[config.mk]
export PLATFORM = sky130hd
export DESIGN_NAME = pe_feeder_flat
export DESIGN_NICKNAME = d
export VERILOG_FILES = /design/src/rtl/bitfusion_pkg.sv /design/src/rtl/pe_feeder_if.sv /design/src/rtl/pe_lane_mapper.sv /design/src/rtl/pe_feeder.sv /design/src/flat_wrapper.sv
export SDC_FILE = /design/constraint.sdc
export NUM_CORES = 1
export LEC_CHECK = 0
export CAP_MARGIN = 40
export CORE_UTILIZATION = 30
export DETAILED_ROUTE_END_ITERATION = 10
export PLACE_DENSITY = 0.77
export SLEW_MARGIN = 20
export SYNTH_ARGS = -nofsm -noshare
export SYNTH_HDL_FRONTEND = slang
export SYNTH_SLANG_ARGS = --single-unit
[constraint.sdc]
create_clock -name clk -period 1.89 [get_ports clk]
set_clock_uncertainty 0.2 [all_clocks]
set_input_delay 0.2835 -clock clk [delete_from_list [all_inputs] [get_ports clk]]
set_output_delay 0.2835 -clock clk [all_outputs]
set_load 0.02 [all_outputs]
[src/rtl/bitfusion_pkg.sv]
// Shared types and constants for the bit-fusion PE feeder and its lane mapper.
// Latency: n/a (declarations only).
// Backpressure: n/a.
package bitfusion_pkg;

    // Precision modes; the encoding 2'b11 is handled as 8-bit by consumers.
    localparam logic [1:0] MODE_2B = 2'b00;
    localparam logic [1:0] MODE_4B = 2'b01;
    localparam logic [1:0] MODE_8B = 2'b10;

    localparam int SUM_W        = 20;
    localparam int NUM_BRICKS   = 16;
    localparam int SHIFT_CODE_W = 3;
    localparam int OPND_W       = 2 * NUM_BRICKS;
    localparam int SIGN_W       = 4;
    localparam int SIGNAL_W     = NUM_BRICKS * SHIFT_CODE_W;

    typedef enum logic [1:0] {
        IDLE  = 2'd0,
        ACCUM = 2'd1,
        DRAIN = 2'd2,
        HOLD  = 2'd3
    } state_t;

    typedef struct packed {
        logic [1:0] mode;
        logic       signed_a;
        logic       signed_b;
    } cfg_t;

    // Bricks form a 4x4 grid: row selects the A digit, column the B digit.
    function automatic int brick_row(input int i);
        return i / 4;
    endfunction

    function automatic int brick_col(input int i);
        return i % 4;
    endfunction

    // In 4-bit mode each 2x2 quadrant of the grid computes one nibble product.
    function automatic int brick_prod4(input int i);
        return 2 * (brick_row(i) / 2) + (brick_col(i) / 2);
    endfunction

endpackage

[src/rtl/pe_feeder_if.sv]
// Operand/result stream plus PE-side bus between the feeder and its neighbours.
// Latency: n/a (wires only).
// Backpressure: in_ready/out_ready follow valid-ready semantics.
interface pe_feeder_if;

    logic [1:0]                          cfg_mode;
    logic                                cfg_signed_a;
    logic                                cfg_signed_b;

    logic                                in_valid;
    logic                                in_ready;
    logic [bitfusion_pkg::OPND_W-1:0]    in_a;
    logic [bitfusion_pkg::OPND_W-1:0]    in_b;
    logic                                in_last;

    logic                                out_valid;
    logic                                out_ready;
    logic [bitfusion_pkg::SUM_W-1:0]     out_sum;

    logic [bitfusion_pkg::OPND_W-1:0]    pe_x;
    logic [bitfusion_pkg::OPND_W-1:0]    pe_y;
    logic [bitfusion_pkg::SIGN_W-1:0]    pe_sign_x;
    logic [bitfusion_pkg::SIGN_W-1:0]    pe_sign_y;
    logic [bitfusion_pkg::SIGNAL_W-1:0]  pe_signal;
    logic [bitfusion_pkg::SUM_W-1:0]     pe_previous_sum;
    logic [bitfusion_pkg::SUM_W-1:0]     pe_sum;

    // Feeder side.
    modport slave (
        input  cfg_mode, cfg_signed_a, cfg_signed_b,
        input  in_valid, in_a, in_b, in_last,
        output in_ready,
        output out_valid, out_sum,
        input  out_ready,
        output pe_x, pe_y, pe_sign_x, pe_sign_y, pe_signal, pe_previous_sum,
        input  pe_sum
    );

    // Operand source, result sink and PE array side.
    modport master (
        output cfg_mode, cfg_signed_a, cfg_signed_b,
        output in_valid, in_a, in_b, in_last,
        input  in_ready,
        input  out_valid, out_sum,
        output out_ready,
        input  pe_x, pe_y, pe_sign_x, pe_sign_y, pe_signal, pe_previous_sum,
        output pe_sum
    );

endinterface

[src/rtl/pe_lane_mapper.sv]
// Crossbar from packed operands to the 16 2-bit bricks, their sign flags and shift codes.
// Latency: purely combinational.
// Backpressure: none; the caller decides when the mapped operands are issued.
module pe_lane_mapper
    import bitfusion_pkg::*;
(
    input  logic [1:0]          mode,
    input  logic                signed_a,
    input  logic                signed_b,
    input  logic [OPND_W-1:0]   a,
    input  logic [OPND_W-1:0]   b,
    output logic [OPND_W-1:0]   x,
    output logic [OPND_W-1:0]   y,
    output logic [SIGN_W-1:0]   sign_x,
    output logic [SIGN_W-1:0]   sign_y,
    output logic [SIGNAL_W-1:0] signal
);

    // Route one 2-bit digit of A and of B into each brick and pick its shift code.
    always_comb begin
        x      = '0;
        y      = '0;
        signal = '0;
        for (int i = 0; i < NUM_BRICKS; i++) begin
            case (mode)
                MODE_2B: begin
                    // Sixteen independent 2-bit products, no shifting.
                    x[2*i +: 2] = a[2*i +: 2];
                    y[2*i +: 2] = b[2*i +: 2];
                    signal[SHIFT_CODE_W*i +: SHIFT_CODE_W] = '0;
                end
                MODE_4B: begin
                    // Each quadrant multiplies nibble k of A by nibble k of B.
                    x[2*i +: 2] = a[4*brick_prod4(i) + 2*(brick_row(i) % 2) +: 2];
                    y[2*i +: 2] = b[4*brick_prod4(i) + 2*(brick_col(i) % 2) +: 2];
                    signal[SHIFT_CODE_W*i +: SHIFT_CODE_W] =
                        SHIFT_CODE_W'((brick_row(i) % 2) + (brick_col(i) % 2));
                end
                default: begin
                    // One 8x8 product: digit r of A times digit c of B, weight 4^(r+c).
                    x[2*i +: 2] = a[2*brick_row(i) +: 2];
                    y[2*i +: 2] = b[2*brick_col(i) +: 2];
                    signal[SHIFT_CODE_W*i +: SHIFT_CODE_W] =
                        SHIFT_CODE_W'(brick_row(i) + brick_col(i));
                end
            endcase
        end
    end

    // Only the most significant digit of each operand carries the sign.
    always_comb begin
        sign_x = '0;
        sign_y = '0;
        case (mode)
            MODE_2B: begin
                sign_x = {SIGN_W{signed_a}};
                sign_y = {SIGN_W{signed_b}};
            end
            MODE_4B: begin
                sign_x = {signed_a, 1'b0, signed_a, 1'b0};
                sign_y = {signed_b, 1'b0, signed_b, 1'b0};
            end
            default: begin
                sign_x = {signed_a, 3'b000};
                sign_y = {signed_b, 3'b000};
            end
        endcase
    end

endmodule

[src/rtl/pe_feeder.sv]
// Feeds packed operand beats into the PE array and accumulates the dot product.
// Latency: out_valid two cycles after the last beat is accepted.
// Backpressure: in_ready low while draining/holding; result held until out_ready.
module pe_feeder
    import bitfusion_pkg::*;
(
    input  logic       clk,
    input  logic       rst_n,
    pe_feeder_if.slave bus
);

    state_t              state_q;
    state_t              state_d;
    cfg_t                cfg_q;
    cfg_t                cfg_live;
    cfg_t                cfg_eff;
    logic                in_ready_int;
    logic                accept;
    logic                first_beat;
    logic                acc_ld_q;
    logic [SUM_W-1:0]    acc_q;
    logic [SUM_W-1:0]    out_sum_q;
    logic [OPND_W-1:0]   map_x;
    logic [OPND_W-1:0]   map_y;
    logic [SIGN_W-1:0]   map_sign_x;
    logic [SIGN_W-1:0]   map_sign_y;
    logic [SIGNAL_W-1:0] map_signal;

    assign cfg_live     = {bus.cfg_mode, bus.cfg_signed_a, bus.cfg_signed_b};
    assign first_beat   = (state_q == IDLE);
    // The first beat uses the live cfg; later beats reuse what was latched then.
    assign cfg_eff      = first_beat ? cfg_live : cfg_q;
    assign in_ready_int = (state_q == IDLE) || (state_q == ACCUM);
    assign accept       = bus.in_valid && in_ready_int;

    pe_lane_mapper u_mapper (
        .mode     (cfg_eff.mode),
        .signed_a (cfg_eff.signed_a),
        .signed_b (cfg_eff.signed_b),
        .a        (bus.in_a),
        .b        (bus.in_b),
        .x        (map_x),
        .y        (map_y),
        .sign_x   (map_sign_x),
        .sign_y   (map_sign_y),
        .signal   (map_signal)
    );

    // Operands reach the PE only in accept cycles so idle cycles add nothing.
    assign bus.pe_x            = accept ? map_x      : '0;
    assign bus.pe_y            = accept ? map_y      : '0;
    assign bus.pe_sign_x       = accept ? map_sign_x : '0;
    assign bus.pe_sign_y       = accept ? map_sign_y : '0;
    assign bus.pe_signal       = map_signal;
    assign bus.pe_previous_sum = acc_q;

    assign bus.in_ready  = in_ready_int;
    assign bus.out_valid = (state_q == HOLD);
    assign bus.out_sum   = out_sum_q;

    // Packet state register.
    always_ff @(posedge clk or negedge rst_n) begin
        if (!rst_n) begin
            state_q <= IDLE;
        end else begin
            state_q <= state_d;
        end
    end

    // Next-state: accept beats until the last one, drain one cycle, hold until taken.
    always_comb begin
        state_d = state_q;
        case (state_q)
            IDLE, ACCUM: begin
                if (accept) begin
                    state_d = bus.in_last ? DRAIN : ACCUM;
                end
            end
            DRAIN: begin
                state_d = HOLD;
            end
            HOLD: begin
                if (bus.out_ready) begin
                    state_d = IDLE;
                end
            end
            default: begin
                state_d = IDLE;
            end
        endcase
    end

    // Capture the packet's cfg on its first accepted beat.
    always_ff @(posedge clk or negedge rst_n) begin
        if (!rst_n) begin
            cfg_q <= '0;
        end else if (accept && first_beat) begin
            cfg_q <= cfg_live;
        end
    end

    // Fold the PE result into acc the cycle after each accept; DRAIN publishes and clears.
    always_ff @(posedge clk or negedge rst_n) begin
        if (!rst_n) begin
            acc_ld_q  <= 1'b0;
            acc_q     <= '0;
            out_sum_q <= '0;
        end else begin
            acc_ld_q <= accept;
            if (state_q == DRAIN) begin
                out_sum_q <= bus.pe_sum;
                acc_q     <= '0;
            end else if (acc_ld_q) begin
                acc_q <= bus.pe_sum;
            end
        end
    end

endmodule
[src/flat_wrapper.sv]
// flat-port wrapper written by rule: the top's interface ports become plain ports
module pe_feeder_flat import bitfusion_pkg::*;
  (clk, rst_n, bus_cfg_mode, bus_cfg_signed_a, bus_cfg_signed_b, bus_in_valid, bus_in_a, bus_in_b, bus_in_last, bus_in_ready, bus_out_valid, bus_out_sum, bus_out_ready, bus_pe_x, bus_pe_y, bus_pe_sign_x, bus_pe_sign_y, bus_pe_signal, bus_pe_previous_sum, bus_pe_sum);
  pe_feeder_if bus_i ();
  input  logic clk;
  input  logic rst_n;
  input wire logic [$bits(bus_i.cfg_mode)-1:0] bus_cfg_mode;
  input wire logic [$bits(bus_i.cfg_signed_a)-1:0] bus_cfg_signed_a;
  input wire logic [$bits(bus_i.cfg_signed_b)-1:0] bus_cfg_signed_b;
  input wire logic [$bits(bus_i.in_valid)-1:0] bus_in_valid;
  input wire logic [$bits(bus_i.in_a)-1:0] bus_in_a;
  input wire logic [$bits(bus_i.in_b)-1:0] bus_in_b;
  input wire logic [$bits(bus_i.in_last)-1:0] bus_in_last;
  output wire logic [$bits(bus_i.in_ready)-1:0] bus_in_ready;
  output wire logic [$bits(bus_i.out_valid)-1:0] bus_out_valid;
  output wire logic [$bits(bus_i.out_sum)-1:0] bus_out_sum;
  input wire logic [$bits(bus_i.out_ready)-1:0] bus_out_ready;
  output wire logic [$bits(bus_i.pe_x)-1:0] bus_pe_x;
  output wire logic [$bits(bus_i.pe_y)-1:0] bus_pe_y;
  output wire logic [$bits(bus_i.pe_sign_x)-1:0] bus_pe_sign_x;
  output wire logic [$bits(bus_i.pe_sign_y)-1:0] bus_pe_sign_y;
  output wire logic [$bits(bus_i.pe_signal)-1:0] bus_pe_signal;
  output wire logic [$bits(bus_i.pe_previous_sum)-1:0] bus_pe_previous_sum;
  input wire logic [$bits(bus_i.pe_sum)-1:0] bus_pe_sum;
  assign bus_i.cfg_mode = bus_cfg_mode;
  assign bus_i.cfg_signed_a = bus_cfg_signed_a;
  assign bus_i.cfg_signed_b = bus_cfg_signed_b;
  assign bus_i.in_valid = bus_in_valid;
  assign bus_i.in_a = bus_in_a;
  assign bus_i.in_b = bus_in_b;
  assign bus_i.in_last = bus_in_last;
  assign bus_in_ready = bus_i.in_ready;
  assign bus_out_valid = bus_i.out_valid;
  assign bus_out_sum = bus_i.out_sum;
  assign bus_i.out_ready = bus_out_ready;
  assign bus_pe_x = bus_i.pe_x;
  assign bus_pe_y = bus_i.pe_y;
  assign bus_pe_sign_x = bus_i.pe_sign_x;
  assign bus_pe_sign_y = bus_i.pe_sign_y;
  assign bus_pe_signal = bus_i.pe_signal;
  assign bus_pe_previous_sum = bus_i.pe_previous_sum;
  assign bus_i.pe_sum = bus_pe_sum;
  pe_feeder u_core (.clk(clk), .rst_n(rst_n), .bus(bus_i));
endmodule
Word-level counts from Yosys, hierarchy flattened
Cells that the tools add are included.
{ "classes": {"eq_ne": 6, "n_mux": 48, "n_reduce_logical": 9} }
{ "op_table": {"columns": ["operator", "count"], "rows": [
  ["$pmux W2 S2", 20],
  ["$mux W32", 2],
  ["$mux W20", 2],
  ["$pmux W3 S2", 5],
  ["$mux W2", 13],
  ["$mux W4", 3],
  ["$pmux W2 S3", 1],
  ["$eq A2 B1 Y1 const B", 2],
  ["$eq A2 B2 Y1 const B", 2],
  ["$logic_not A2 Y1", 2],
  ["$ne A2 B1 Y1 const B", 2],
  ["$reduce_or A2 Y1", 2],
  ["$mux W3", 1],
  ["$logic_and A1 B1 Y1", 2],
  ["$reduce_and A2 Y1", 1],
  ["$reduce_bool A2 Y1", 1],
  ["$logic_or A1 B1 Y1", 1],
  ["$mux W1", 1]
]} }
{ "word_totals": {"register_bits": 47, "inputBits": 93, "out_inout_bits": 162} }

Depth between registers and ports, before layout
{ "logic_depth": {"depth_word": 6, "mapped_depth": 8} }

Hierarchy
Synthesis repeated with hierarchy kept, for this count alone.
{ "hier_totals": {"hier_cells": 420, "area_unflattened_um2": 3782.4} }
{ "modules_own_cells": {"columns": ["mod", "instances", "cells_each", "area_per_inst_um2", "seq_area_each_um2"], "rows": [
  ["pe_feeder", 1, 212, 2374.8, 1176.1],
  ["pe_lane_mapper", 1, 208, 1407.6, 0.0]
]} }

Least setup slack after synthesis
No wires, ideal clock.
{ "synth_timing": {"path_kind": "flip-flop to output port", "startpoint": "register u_core.state_q[0]", "endpoint": "output port bus_pe_sign_x[2]", "t_arrival_ns": 1.920, "required_ns": 1.406, "setup_slack_ns": -0.514, "path_stages_with_launch": 8, "path_buffers": 3, "path_cell_list": "dfrtp_1 > buf_6 > or4_4 > o31ai_4 > inv_2 > buf_6 > nor2_1 > buf_4"} }
{ "synth_via": {"elab_chain_cells": 5, "word_cells_on_any_way": 9, "cone_classes": "eq/ne: 2; mux: 3; reduce/logical: 4"} }
{ "synth_lines": {"columns": ["element", "line", "rtl"], "rows": [
  ["from (decl)", "pe_feeder.sv:12", "state_t state_q;"],
  ["from (signal assigned)", "pe_feeder.sv:66", "state_q <= state_d;"],
  ["$logic_not A2 Y1", "pe_feeder.sv:30, pe_feeder.sv:33", null],
  ["$mux W4", "pe_feeder.sv:32", "assign cfg_eff = first_beat ? cfg_live : cfg_q;"],
  ["$eq A2 B1 Y1 / $logic_not A2 Y1 (equally long branches)", "pe_lane_mapper.sv:54", "case (mode)"],
  ["$pmux W3 S2", "pe_lane_mapper.sv:54", null],
  ["$mux W4 *", "pe_feeder.sv:52", "assign bus.pe_sign_x = accept ? map_sign_x : '0;"],
  ["to (decl)", "flat_wrapper.sv:20", "output wire logic [$bits(bus_i.pe_sign_x)-1:0] bus_pe_sign_x;"]
]} }
Every way passes the cells marked *; elsewhere a longest branch is shown, timed or not.

Worst setup path after layout
{ "layout_timing": {"startpoint": "register u_core.state_q[1]", "endpoint": "output port bus_pe_y[15]"} }
{ "layout_via": {"elab_chain_cells": 5, "word_cells_on_any_way": 8, "cone_classes": "eq/ne: 1; mux: 3; reduce/logical: 4"} }
{ "layout_lines": {"columns": ["element", "line", "rtl"], "rows": [
  ["$logic_not A2 Y1", "pe_feeder.sv:30, pe_feeder.sv:33", null],
  ["$mux W4", "pe_feeder.sv:32", null],
  ["$logic_not A2 Y1", "pe_lane_mapper.sv:25", "case (mode)"],
  ["$mux W2", "pe_lane_mapper.sv:25", null],
  ["$mux W32 *", "pe_feeder.sv:51", "assign bus.pe_y = accept ? map_y : '0;"],
  ["to (decl)", "flat_wrapper.sv:19", "output wire logic [$bits(bus_i.pe_y)-1:0] bus_pe_y;"]
]} }
Marked as above.

==> flow_metrics.tcl <==
set metrics [dict create \
    status "finished, violations left" \
    violations "setup timing" \
    end_kind "output port" \
    startpoint_type "register" \
    htreeDepth 2 \
    syn-mean-instance-area_sq_um 7.593 \
    cp_data_arrival_time_ns 2.17 \
    grt_usage_pct 25.33 \
    place.gp.congestion 0.9875 \
    hold_violations 0 \
    grt_max_degree 41 \
    hold_path_class "input pin to async pin" \
    crit_family "simple AND/OR/NAND/NOR gates" \
    max-cap-violations 0 \
    core_sq_mm 0.01032 \
    grt_pass1_wl_mm 21.98 \
    cp-startpoint "u_core.state_q[1]$_DFFE_PN0P_" \
    cts_buffers 5 \
    area_growth_pct 133.0 \
    timing.setup.tns_ns -53.23 \
    io_buffer_count 230 \
    finalWorstSetupSlack_ns -0.7648 \
    antenna_found_initial 0 \
    die_w_microns 105.4 \
    cts_tree "built" \
    diodes 0 \
    cts.sinks 47 \
    cp.required_ns 1.41 \
    layout.nets 793 \
    clock_latency_ns 0.29 \
    wirelength_mm 16.47 \
    r2r-start "u_core.state_q[1]$_DFFE_PN0P_" \
    crit_chain "or4_4 > o31ai_4 > buf_12 > buf_12 > buf_6 > nand2_2 > a21oi_2 > buf_4" \
    dpl_worst_slack_ns -1.068 \
    layout_min_cycle_time_ns 2.655 \
    cp_slowest_stage_delay_ns 0.53 \
    final_area_sq_mm 0.007466 \
    drt_iter0_markers 220 \
    slew_viol_final 0 \
    remaining_drc_errors 0 \
    cpMaxStageDelayCell "or4_4" \
    die_area_sq_mm 0.01110 \
    vias 4237 \
    finalSetupViolCount 97 \
    ys_seq_area_share_pct 36.70 \
    clkTransAtPathRegs_ns 0.09 \
    syn_area_sq_mm 0.003204 \
    grt_overflow 0 \
    routedWlPerCell_microns 19.68 \
    ant_nets 0 \
    start_util_pct 31.04 \
    row_count 37 \
    die_h_microns 105.4 \
    root_buffer "clkbuf_8" \
    finish.utilization_pct 72.32 \
    crit_top_cell "buf_12" \
    cp_max_fo 5 \
    path_class "register to output port" \
    synthCells 422 \
    ys_ff_latch 47 \
    pin_count 255 \
    placed_area_sq_mm 0.006153 \
    dp_hpwl_mm 10.04 \
    rsz0062_at_grt "true" \
    clockBufferDepth 2 \
    ys.warnings.count 0 \
    dr.pass1.iters 5 \
    p_leak_nw 3.295 \
    max_freq_ghz 0.3767 \
    peakVddDrop_mv 1.033 \
    grt_pass1_vias 4088 \
    holdWs_ns 0.2643 \
    viasPerCell 5.062 \
    worst-path-buf-inv 4 \
    synth_cell_types 25 \
    period_share_pct 140.5 \
    final_layout_size_suffix_gt1_share_pct 50.50 \
    powerDensity_mw_per_mm2 1941 \
]
[power by group]
part,switching (mW),internal (mW)
sequential,0.334,1.51
combinational,6.19,5.81
clock,0.344,0.299
[cells in the final DEF, fill, tap and decap left out, drive strengths merged]
cell,instances
buf,179
nand2,133
clkdlybuf4s50,130
a21oi,76
dfrtp,47
nor2,27
conb,24
mux2i,22
o21ai,17
clkbuf,13
and2,11
mux2,7
inv,7
or4,1
o31ai,1
or2b,1
a22oi,1
clkinv,1
bufbuf,1
dlygate4sd3,1
dlygate4sd2,1
[per-stage QoR]
stage / std cells / total power [mW]
floorplan: 445 / 7.106
global placement: 784 / 10.31
detailed placement: 784 / 10.48
CTS: 817 / 12.72
global route: 837 / 15.09
finish: 837 / 14.49
[state kept, by name (all words and copies together), names as in the netlist]
signal and cells:
u_core.acc_ld_q 1, u_core.bus.out_sum 20, u_core.bus.pe_previous_sum 20, u_core.cfg_q 4, u_core.state_q 2
[path summary, 6_finish.rpt]
check / end / slack [ns] / depth (start not counted)
min in group clk: u_core.bus.out_sum[15]$_DFFE_PN0P_ / 0.28 / 2
max in group asynchronous: u_core.state_q[1]$_DFFE_PN0P_ / 0.70 / 3
worst max-delay path: bus_pe_y[15] / -0.76 / 8
worst min-delay path: u_core.bus.out_sum[3]$_DFFE_PN0P_ / 0.26 / 2
worst max register to register: u_core.bus.out_sum[3]$_DFFE_PN0P_ / 0.16 / 6
worst min register to register: u_core.bus.out_sum[15]$_DFFE_PN0P_ / 0.28 / 2
[logic make-up after synthesis]
family / count (synthesis) / synth area share (%)
muxes: 29 / 9.723
DFF: 47 / 36.70
AOI/OAI and AO/OA: 95 / 15.54
buffers and inverters: 77 / 16.13
and+or+nand+nor: 173 / 21.79
other: 1 / 0.1170
[metal layers]
layer  vias up  GRT usage, %  part of all wire, %
met2       248         45.25                   51
met5         -             0                    0
met3        72         5.442                  7.5
li1       1878             -                    -
met4         0         10.26                  6.0
met1      2039         29.22                   35
[repair_timing]
action | 4_1_cts | 5_1_grt
hold buffers | 1 | 0
buffers inserted | 19 | 15
resized for setup | 597 | 121
cloned | 6 | 9
hold endpoints to repair | 20 | 0
pin swaps | 10 | 29
setup endpoints to repair | 98 | 97
[synthesized netlist by cell type]
cell / count / area [sq um]
a22oi_1: 1 / 7.510
and2_1: 10 / 62.56
o21ai_0: 17 / 85.08
mux2i_1: 21 / 210.2
a21oi_2: 1 / 8.760
or2b_2: 1 / 8.760
mux2i_4: 1 / 22.52
buf_4: 49 / 367.9
and2_2: 1 / 7.510
nor2_4: 1 / 11.26
inv_4: 1 / 6.260
clkbuf_1: 12 / 45.04
mux2_2: 7 / 78.83
or4_4: 1 / 11.26
a21oi_1: 75 / 375.4
buf_2: 6 / 30.03
nand2_1: 133 / 499.2
buf_8: 1 / 15.01
conb_1: 1 / 3.750
buf_6: 3 / 33.78
dfrtp_1: 47 / 1176
inv_1: 4 / 15.01
nor2_1: 26 / 97.59
inv_2: 1 / 3.750
o31ai_4: 1 / 21.27
[worst register-to-register path, cell delays in order (launching register included)]
cell and delay (ns):
dfrtp_2 0.42, buf_4 0.13, buf_6 0.09, buf_4 0.10, or2b_2 0.46, nand2_1 0.15, nand2_1 0.08
[final cells by class]
class | count | area, sq um
tap | 136 | 170.2
multi-input combinational | 321 | 2439
fill | 703 | 2858
timing repair buffer | 319 | 3540
inverter | 6 | 42.54
sequential | 47 | 1179
clock inverter | 2 | 13.76
clock buffer | 6 | 82.58
Power figures use the tool's default switching activity.
